--- config.mk ---
export PLATFORM = sky130hd
export DESIGN_NAME = bcd_to_bin
export DESIGN_NICKNAME = d
export VERILOG_FILES = /design/src/rtl/bcd_pkg.sv /design/src/rtl/bcd_digit_corr.sv /design/src/rtl/bcd_to_bin.sv
export SDC_FILE = /design/constraint.sdc
export NUM_CORES = 1
export LEC_CHECK = 0
export BUFFER_PORTS_ARGS = -buffer_cell sky130_fd_sc_hd__buf_2
export CAP_MARGIN = 5
export CORE_AREA = 4 4 103 66
export DETAILED_ROUTE_END_ITERATION = 8
export DIE_AREA = 0 0 107 70
export GPL_ROUTABILITY_DRIVEN = 0
export PLACE_DENSITY = 0.72
export SYNTH_ARGS = -nofsm -noshare
export SYNTH_HDL_FRONTEND = slang
export SYNTH_SLANG_ARGS = --single-unit
--- constraint.sdc ---
create_clock -name clk -period 2 [get_ports clk]
set_input_delay 0.3 -clock clk [delete_from_list [all_inputs] [get_ports clk]]
set_output_delay 0.3 -clock clk [all_outputs]
set_load 0.02 [all_outputs]
--- src/rtl/bcd_pkg.sv ---
// rtl/bcd_pkg.sv - shared constants for the packed-BCD to binary converter (optional check: BCD_BIN_CHECK_EN)
package bcd_pkg;

    localparam int DIGITS_DEF = 4;

    localparam logic [1:0] ST_IDLE  = 2'd0;
    localparam logic [1:0] ST_SHIFT = 2'd1;
    localparam logic [1:0] ST_CORR  = 2'd2;
    localparam logic [1:0] ST_DONE  = 2'd3;

    localparam logic [3:0] CORR_THRESH = 4'd8;
    localparam logic [3:0] CORR_SUB    = 4'd3;

endpackage

--- src/rtl/bcd_digit_corr.sv ---
// rtl/bcd_digit_corr.sv - single-digit correction for reverse double dabble (d>=8 ? d-3 : d)
module bcd_digit_corr
    import bcd_pkg::*;
(
    input  logic [3:0] d_in,
    output logic [3:0] d_out
);

    assign d_out = (d_in >= CORR_THRESH) ? (d_in - CORR_SUB) : d_in;

endmodule

--- src/rtl/bcd_to_bin.sv ---
// rtl/bcd_to_bin.sv - sequential packed-BCD to binary converter; BCD_BIN_CHECK_EN enables invalid-digit rejection
module bcd_to_bin
    import bcd_pkg::*;
#(
    parameter int DIGITS = DIGITS_DEF
) (
    input  logic                  clk,
    input  logic                  reset,
    input  logic                  start,
    input  logic [4*DIGITS-1:0]   data_in,
    output logic [4*DIGITS-1:0]   data_out,
    output logic                  done,
    output logic                  busy,
    output logic                  err
);

    localparam int W  = 4 * DIGITS;
    localparam int CW = $clog2(W) + 1;

    logic [1:0]    state_q, state_d;
    logic [W-1:0]  bcd_q, bcd_d;
    logic [W-1:0]  bin_q, bin_d;
    logic [CW-1:0] cnt_q, cnt_d;
    logic [W-1:0]  data_out_q, data_out_d;
    logic          done_q, done_d;
    logic          busy_q, busy_d;
    logic          err_q, err_d;
    logic          bad_q, bad_d;
    logic [W-1:0]  bcd_corr;
    logic          in_bad;

    for (genvar i = 0; i < DIGITS; i++) begin : g_corr
        bcd_digit_corr u_corr (
            .d_in  (bcd_q[4*i +: 4]),
            .d_out (bcd_corr[4*i +: 4])
        );
    end

`ifdef BCD_BIN_CHECK_EN
    always_comb begin
        in_bad = 1'b0;
        for (int i = 0; i < DIGITS; i++) begin
            if (data_in[4*i +: 4] > 4'd9) begin
                in_bad = 1'b1;
            end
        end
    end
`else
    assign in_bad = 1'b0;
`endif

    always_ff @(posedge clk or posedge reset) begin
        if (reset) begin
            state_q <= ST_IDLE;
        end else begin
            state_q <= state_d;
        end
    end

    always_comb begin
        state_d = state_q;
        case (state_q)
            ST_IDLE:  if (start) state_d = in_bad ? ST_DONE : ST_SHIFT;
            ST_SHIFT: state_d = (cnt_q == CW'(W - 1)) ? ST_DONE : ST_CORR;
            ST_CORR:  state_d = ST_SHIFT;
            default:  state_d = ST_IDLE;
        endcase
    end

    // A rejected input leaves bin at zero, so DONE copies bin unconditionally.
    always_comb begin
        bcd_d      = bcd_q;
        bin_d      = bin_q;
        cnt_d      = cnt_q;
        data_out_d = data_out_q;
        done_d     = 1'b0;
        busy_d     = busy_q;
        err_d      = err_q;
        bad_d      = bad_q;
        case (state_q)
            ST_IDLE: begin
                if (start) begin
                    bcd_d  = data_in;
                    bin_d  = '0;
                    cnt_d  = '0;
                    busy_d = 1'b1;
                    bad_d  = in_bad;
                end
            end
            ST_SHIFT: begin
                {bcd_d, bin_d} = {bcd_q, bin_q} >> 1;
                cnt_d          = cnt_q + CW'(1);
            end
            ST_CORR: begin
                bcd_d = bcd_corr;
            end
            default: begin
                data_out_d = bin_q;
                err_d      = bad_q;
                done_d     = 1'b1;
                busy_d     = 1'b0;
            end
        endcase
    end

    always_ff @(posedge clk or posedge reset) begin
        if (reset) begin
            bcd_q      <= '0;
            bin_q      <= '0;
            cnt_q      <= '0;
            data_out_q <= '0;
            done_q     <= 1'b0;
            busy_q     <= 1'b0;
            err_q      <= 1'b0;
            bad_q      <= 1'b0;
        end else begin
            bcd_q      <= bcd_d;
            bin_q      <= bin_d;
            cnt_q      <= cnt_d;
            data_out_q <= data_out_d;
            done_q     <= done_d;
            busy_q     <= busy_d;
            err_q      <= err_d;
            bad_q      <= bad_d;
        end
    end

    assign data_out = data_out_q;
    assign done     = done_q;
    assign busy     = busy_q;
    assign err      = err_q;

endmodule

# == After elaboration in Yosys (flattened, before gate mapping) ==
# Index checks and enable logic that the tools add are counted.
# totals
register_bits,57
word_cells,55
input_bits,19
# op_classes
bitwise_logic,1
addsub,5
n_eq_ne,8
mux,16
n_lt_le_gt_ge,4
reduce_logical,11
# op_table
cell,n
$pmux 16 s3,1
$mux 16,2
$pmux 16 s2,1
$ge 4x4->1 const B,4
$mux 4,4
$sub 4x2->4 const B,4
$reduce_and 3->1,4
$pmux 5 s2,1
$ne 2x1->1 const B,4
$pmux 2 s3,1
$add 5x1->5 const B,1
$eq 5x4->1 const B,1
$mux 5,1
$reduce_and 2->1,2
$mux 1,3
$reduce_bool 3->1,1
$reduce_or 3->1,1
$eq 2x1->1 const B,1
$eq 2x2->1 const B,1
$logic_not 2->1,1
$mux 2,1
$ne 2x2->1 const B,1
$pmux 1 s2,1
$reduce_bool 2->1,1
2 further kinds,2

# == Longest topological paths before layout ==
# depth
word_depth,4
mapped_depth,8

# == Cells and area by module ==
# From an unflattened synthesis, not the netlist that was laid out.
# hier_totals
hier_cells,252
area_unflattened_um2,2882.8
# modules_own_cells
mod,area_each_um2,cells_per_inst,seq_area_each_um2,n_inst
bcd_to_bin,2577.5,208,1426.4,1
bcd_digit_corr,76.3,11,0.0,4

# == Least setup slack after synthesis ==
# Ideal clock, no wire load.
# synth_path
kind,reg-to-reg
from,reg state_q[0]
to,reg bcd_q[15]
setup_ps,122
t_required_ps,1878
stages_incl_launch_ff,8
arrival_ps,1517
period_less_slack_ps,1639
path_buffers,2
path_slack_ps,361
path_cell_list,dfrtp_1 -> inv_1 -> ha_1 -> buf_2 -> nor2b_1 -> buf_2 -> a311o_1 -> a32o_1
# synth_between
elab_chain_len,3
elab_cells_between_ends,8
classes_between,eq/ne: 4; mux: 1; reduce/logical: 3
# synth_rtl
item,line,source
from (decl),bcd_to_bin.sv:20,"logic [1:0] state_q, state_d;"
from (signal assigned),bcd_to_bin.sv:56,state_q <= state_d;
"$eq 2x2->1, or another cell as far along",bcd_to_bin.sv:80,case (state_q)
"$ne 2x1->1 (no line), or another cell as far along",-,
$reduce_and 3->1 (no line),-,
to (signal assigned),bcd_to_bin.sv:108,bcd_q <= '0;
to (signal assigned),bcd_to_bin.sv:117,bcd_q <= bcd_d;
to (decl),bcd_to_bin.sv:21,"logic [W-1:0] bcd_q, bcd_d;"
# Parallel ways exist; a longest one is shown, timed or not.
# A chain may end at the register's enable or synchronous reset.

# == Worst setup path after layout ==
# layout_path
from,reg state_q[0]
to,reg bcd_q[7]
# Same word-level chain as after synthesis.

==> summary.md <==
| Metric | Value |
|---|---|
| Status | complete, no violations |
| DR vias | between 2,000 and 2,500 |
| IO buf count | 36 |
| Vias in the first global route | 2,070 |
| DPL Wire Length | 4.09 mm |
| Die ar. | approximately 7500 um^2 |
| Clock-pin slew on the worst setup and hold paths | 0.07 ns |
| Max-cap viol count | 0 |
| Final wirelength | a little over 6 mm |
| Worst setup SP type | flip-flop |
| Tcrit/Tclk final | ~96% |
| Final setup violation count | 0 |
| Final nets | 322 |
| H-tree levels | 3 |
| Initial Util | 48.1% |
| Final Hold Vio Count | 0 |
| Cell variety after synth | 34 |
| Hold Path Class | in2async |
| Total of warnings raised by yosys | 0 |
| Pins over their slew limit | 0 |
| Clock skew | around 0.0068 ns |
| Crit-path slowest cell | nor3_1 |
| Crit path kind | reg2reg |
| # Post-CTS Setup Buffers | 0 |
| Clk Latency, worst-skew pair | around 0.33 ns |
| Number of cell rows | 22 |
| Most common cell after layout, fill and taps aside | dfrtp_1 |
| Utilization of the core after routing | a little under three fifths |
| Commonest cells after routing, fill and taps aside | dfrtp_1 (57), buf_2 (36), nor2_1 (17) |
| Area leader, netlist | dfrtp_1 |
| Leak pwr | between 1.5 and 2 nW |
| Post-placement setup slack | 0.0659 ns |
| Critical path's largest stage delay | approximately 0.42 ns |
| Initial antenna violation count | 0 |
| Setup ws final | 0.0713 ns |
| Worst setup EP type | flip-flop |
| Initial DRC Count | 167 |
| CP cell instances | inv_1, ha_1, nor2b_1, buf_4, nor3_1, o32a_1 |
| Area contributors post-synth | dfrtp_1 (50%), mux2_2 (6.4%), ha_1 (6.2%) |
| GRT Total Usage | roughly 17% |
| TritonCTS clock tree | yes |
| Req. time, crit path | approximately 2.3 ns |
| DRC Markers | 0 |
| Top cell type's share of synthesized area | between 50% and 60% |
| Height of the chip | 70 um |
| Diode count | 0 |
| Syn_nets | roughly 280 |
| Core region area | roughly 5900 um^2 |
| Clock Path Buffers | 2 |
| First-pass GRT wire length | 10.1 mm |
| Area growth, synth to finish | 18.3% |
| Fill cells | 527 |
| Total chip power | about 5.3 mW |
| Rel. slew slack | between 50% and 60% |
| CTS Buf Count | 9 |
| Clock sinks | 57 |
| Post-synthesis cell count | 250 |
| FMAX | approximately 520 MHz |
| Syn Area/Cell | 11.3 um^2 |
| Avg WL per Cell | ~16 um |
| IO Pins | 38 |
| Cell Area, Synth | between 2000 and 3000 um^2 |
| Total gr overflow | 0 |
| Vias per inst | between 5 and 6 |
| Largest net degree at the start of global routing | 58 |
| Die W | roughly 110 um |
| Pre-Repair DR Iteration Count | 4 |
| VDD IR max | around 0.78 mV |
| Synthesized flop and latch total | 57 |
| Pwr/cell area | roughly 1600 nW/um^2 |
| Post-route antenna net violation count | 0 |
| Layout cell share with drive strength beyond 1 | 28.3% |
| Slew @ Worst Pin | slightly above 0.6 ns |
| Largest fanout on the critical path | 16 |
| WP data arrival | between 2 and 2.5 ns |
| Tmin final | between 1.5 and 2 ns |
| Register area share after synthesis | between 50% and 60% |
| Clk root buf | clkbuf_8 |
| Post-CTS Hold Fix Bufs | 0 |
-- final timing paths --
path	slack, ns	to	depth (start not counted)	start
min in group clk	0.24	bcd_q[15]	2	data_in[15]
worst min-delay path	0.01	bcd_q[3]	3	reset
worst max register to register	0.07	bcd_q[7]	6	state_q[0]
worst min register to register	0.50	bin_q[0]	1	bin_q[0]
worst max-delay path	0.07	bcd_q[7]	6	state_q[0]
max in group asynchronous	1.73	state_q[1]	3	reset
-- cell families (layout without fill, tap and decap cells) --
| kind of cell | Yosys count | after routing | synth area share, % |
|---|---|---|---|
| xor+xnor | 4 | 4 | 1.24 |
| compound gates | 75 | 75 | 21.0 |
| buf+inv | 35 | 78 | 5.60 |
| flops | 57 | 57 | 50.3 |
| fa+ha+maj | 14 | 14 | 6.18 |
| mux | 19 | 19 | 7.41 |
| simple gates | 45 | 45 | 8.16 |
| other cells | 1 | 1 | 0.132 |
-- sequential cells by signal (all words and copies together) (netlist names) --
| name | count |
|---|---|
| data_out | 16 |
| state_q | 2 |
| busy | 1 |
| cnt_q | 5 |
| bcd_q | 16 |
| done | 1 |
| bin_q | 16 |
-- power breakdown --
group	leakage, nW	internal, mW	switching (mW)	total, mW
combinational	0.783	1.02	1.31	2.33
clock	0.104	0.725	0.450	1.18
sequential	0.757	1.47	0.304	1.78
-- stage by stage --
stage	area [um^2]	hold slack, ns	setup TNS [ns]	std cells
after global placement	3130	0.382	0	362
final	3350	0.0130	0	377
after CTS	3350	0.0192	0	377
after detailed placement	3130	0.381	0	362
after global routing	3350	0.0151	-0.0408	377
after floorplan	2840	0.450	0	250
-- Yosys cell counts (all sizes together) --
cell type  count
dfrtp         57
nor2          17
a22o          16
mux2          16
inv           15
ha            14
o31ai         13
a221oi        12
o41ai         12
buf           10
clkbuf        10
a21oi          8
nand2          8
nor2b          5
nor3           4
o21ai          4
xnor2          4
mux2i          3
nand2b         3
nor3b          3
o32a           3
a21o           2
a31oi          2
nand3          2
a311o          1
a32o           1
and2           1
and3           1
conb           1
nand3b         1
o221ai         1
-- metal layers --
layer | vias to the layer above | share of wire (%) | GRT usage [%]
li1 | 1002 | - | -
met2 | 58 | 45 | 24.8
met5 | - | 0 | 0
met1 | 1076 | 49 | 24.5
met3 | 12 | 5.1 | 6.37
met4 | 0 | 1.5 | 3.83
-- cell type report --
type | count | area [um^2] | share of cell area, %
multi-input combinational | 158 | 1250 | 37.4
timing repair buffer | 48 | 295 | 8.81
sequential | 57 | 1430 | 42.5
clock inverter | 5 | 80.1 | 2.39
tap | 84 | 105 | 3.13
clock buffer | 10 | 138 | 4.10
inverter | 15 | 56.3 | 1.68
-- critical path: cells and delay by family (launching register included) --
| kind | cells | cell delay (ns) |
|---|---|---|
| AND/OR/NAND/NOR | 2 | 0.60 |
| adder cells (fa/ha/maj) | 1 | 0.32 |
| flip-flops | 1 | 0.40 |
| AO/OA/AOI/OAI | 1 | 0.25 |
| buffers and inverters | 2 | 0.30 |
-- repair_timing --
| item | in CTS | in global routing |
|---|---|---|
| hold endpoints to repair | 0 | 0 |
| gates resized for setup | 0 | 1 |
| endpoints found under the setup margin | 0 | 13 |
(Power assumes the default switching activity.)
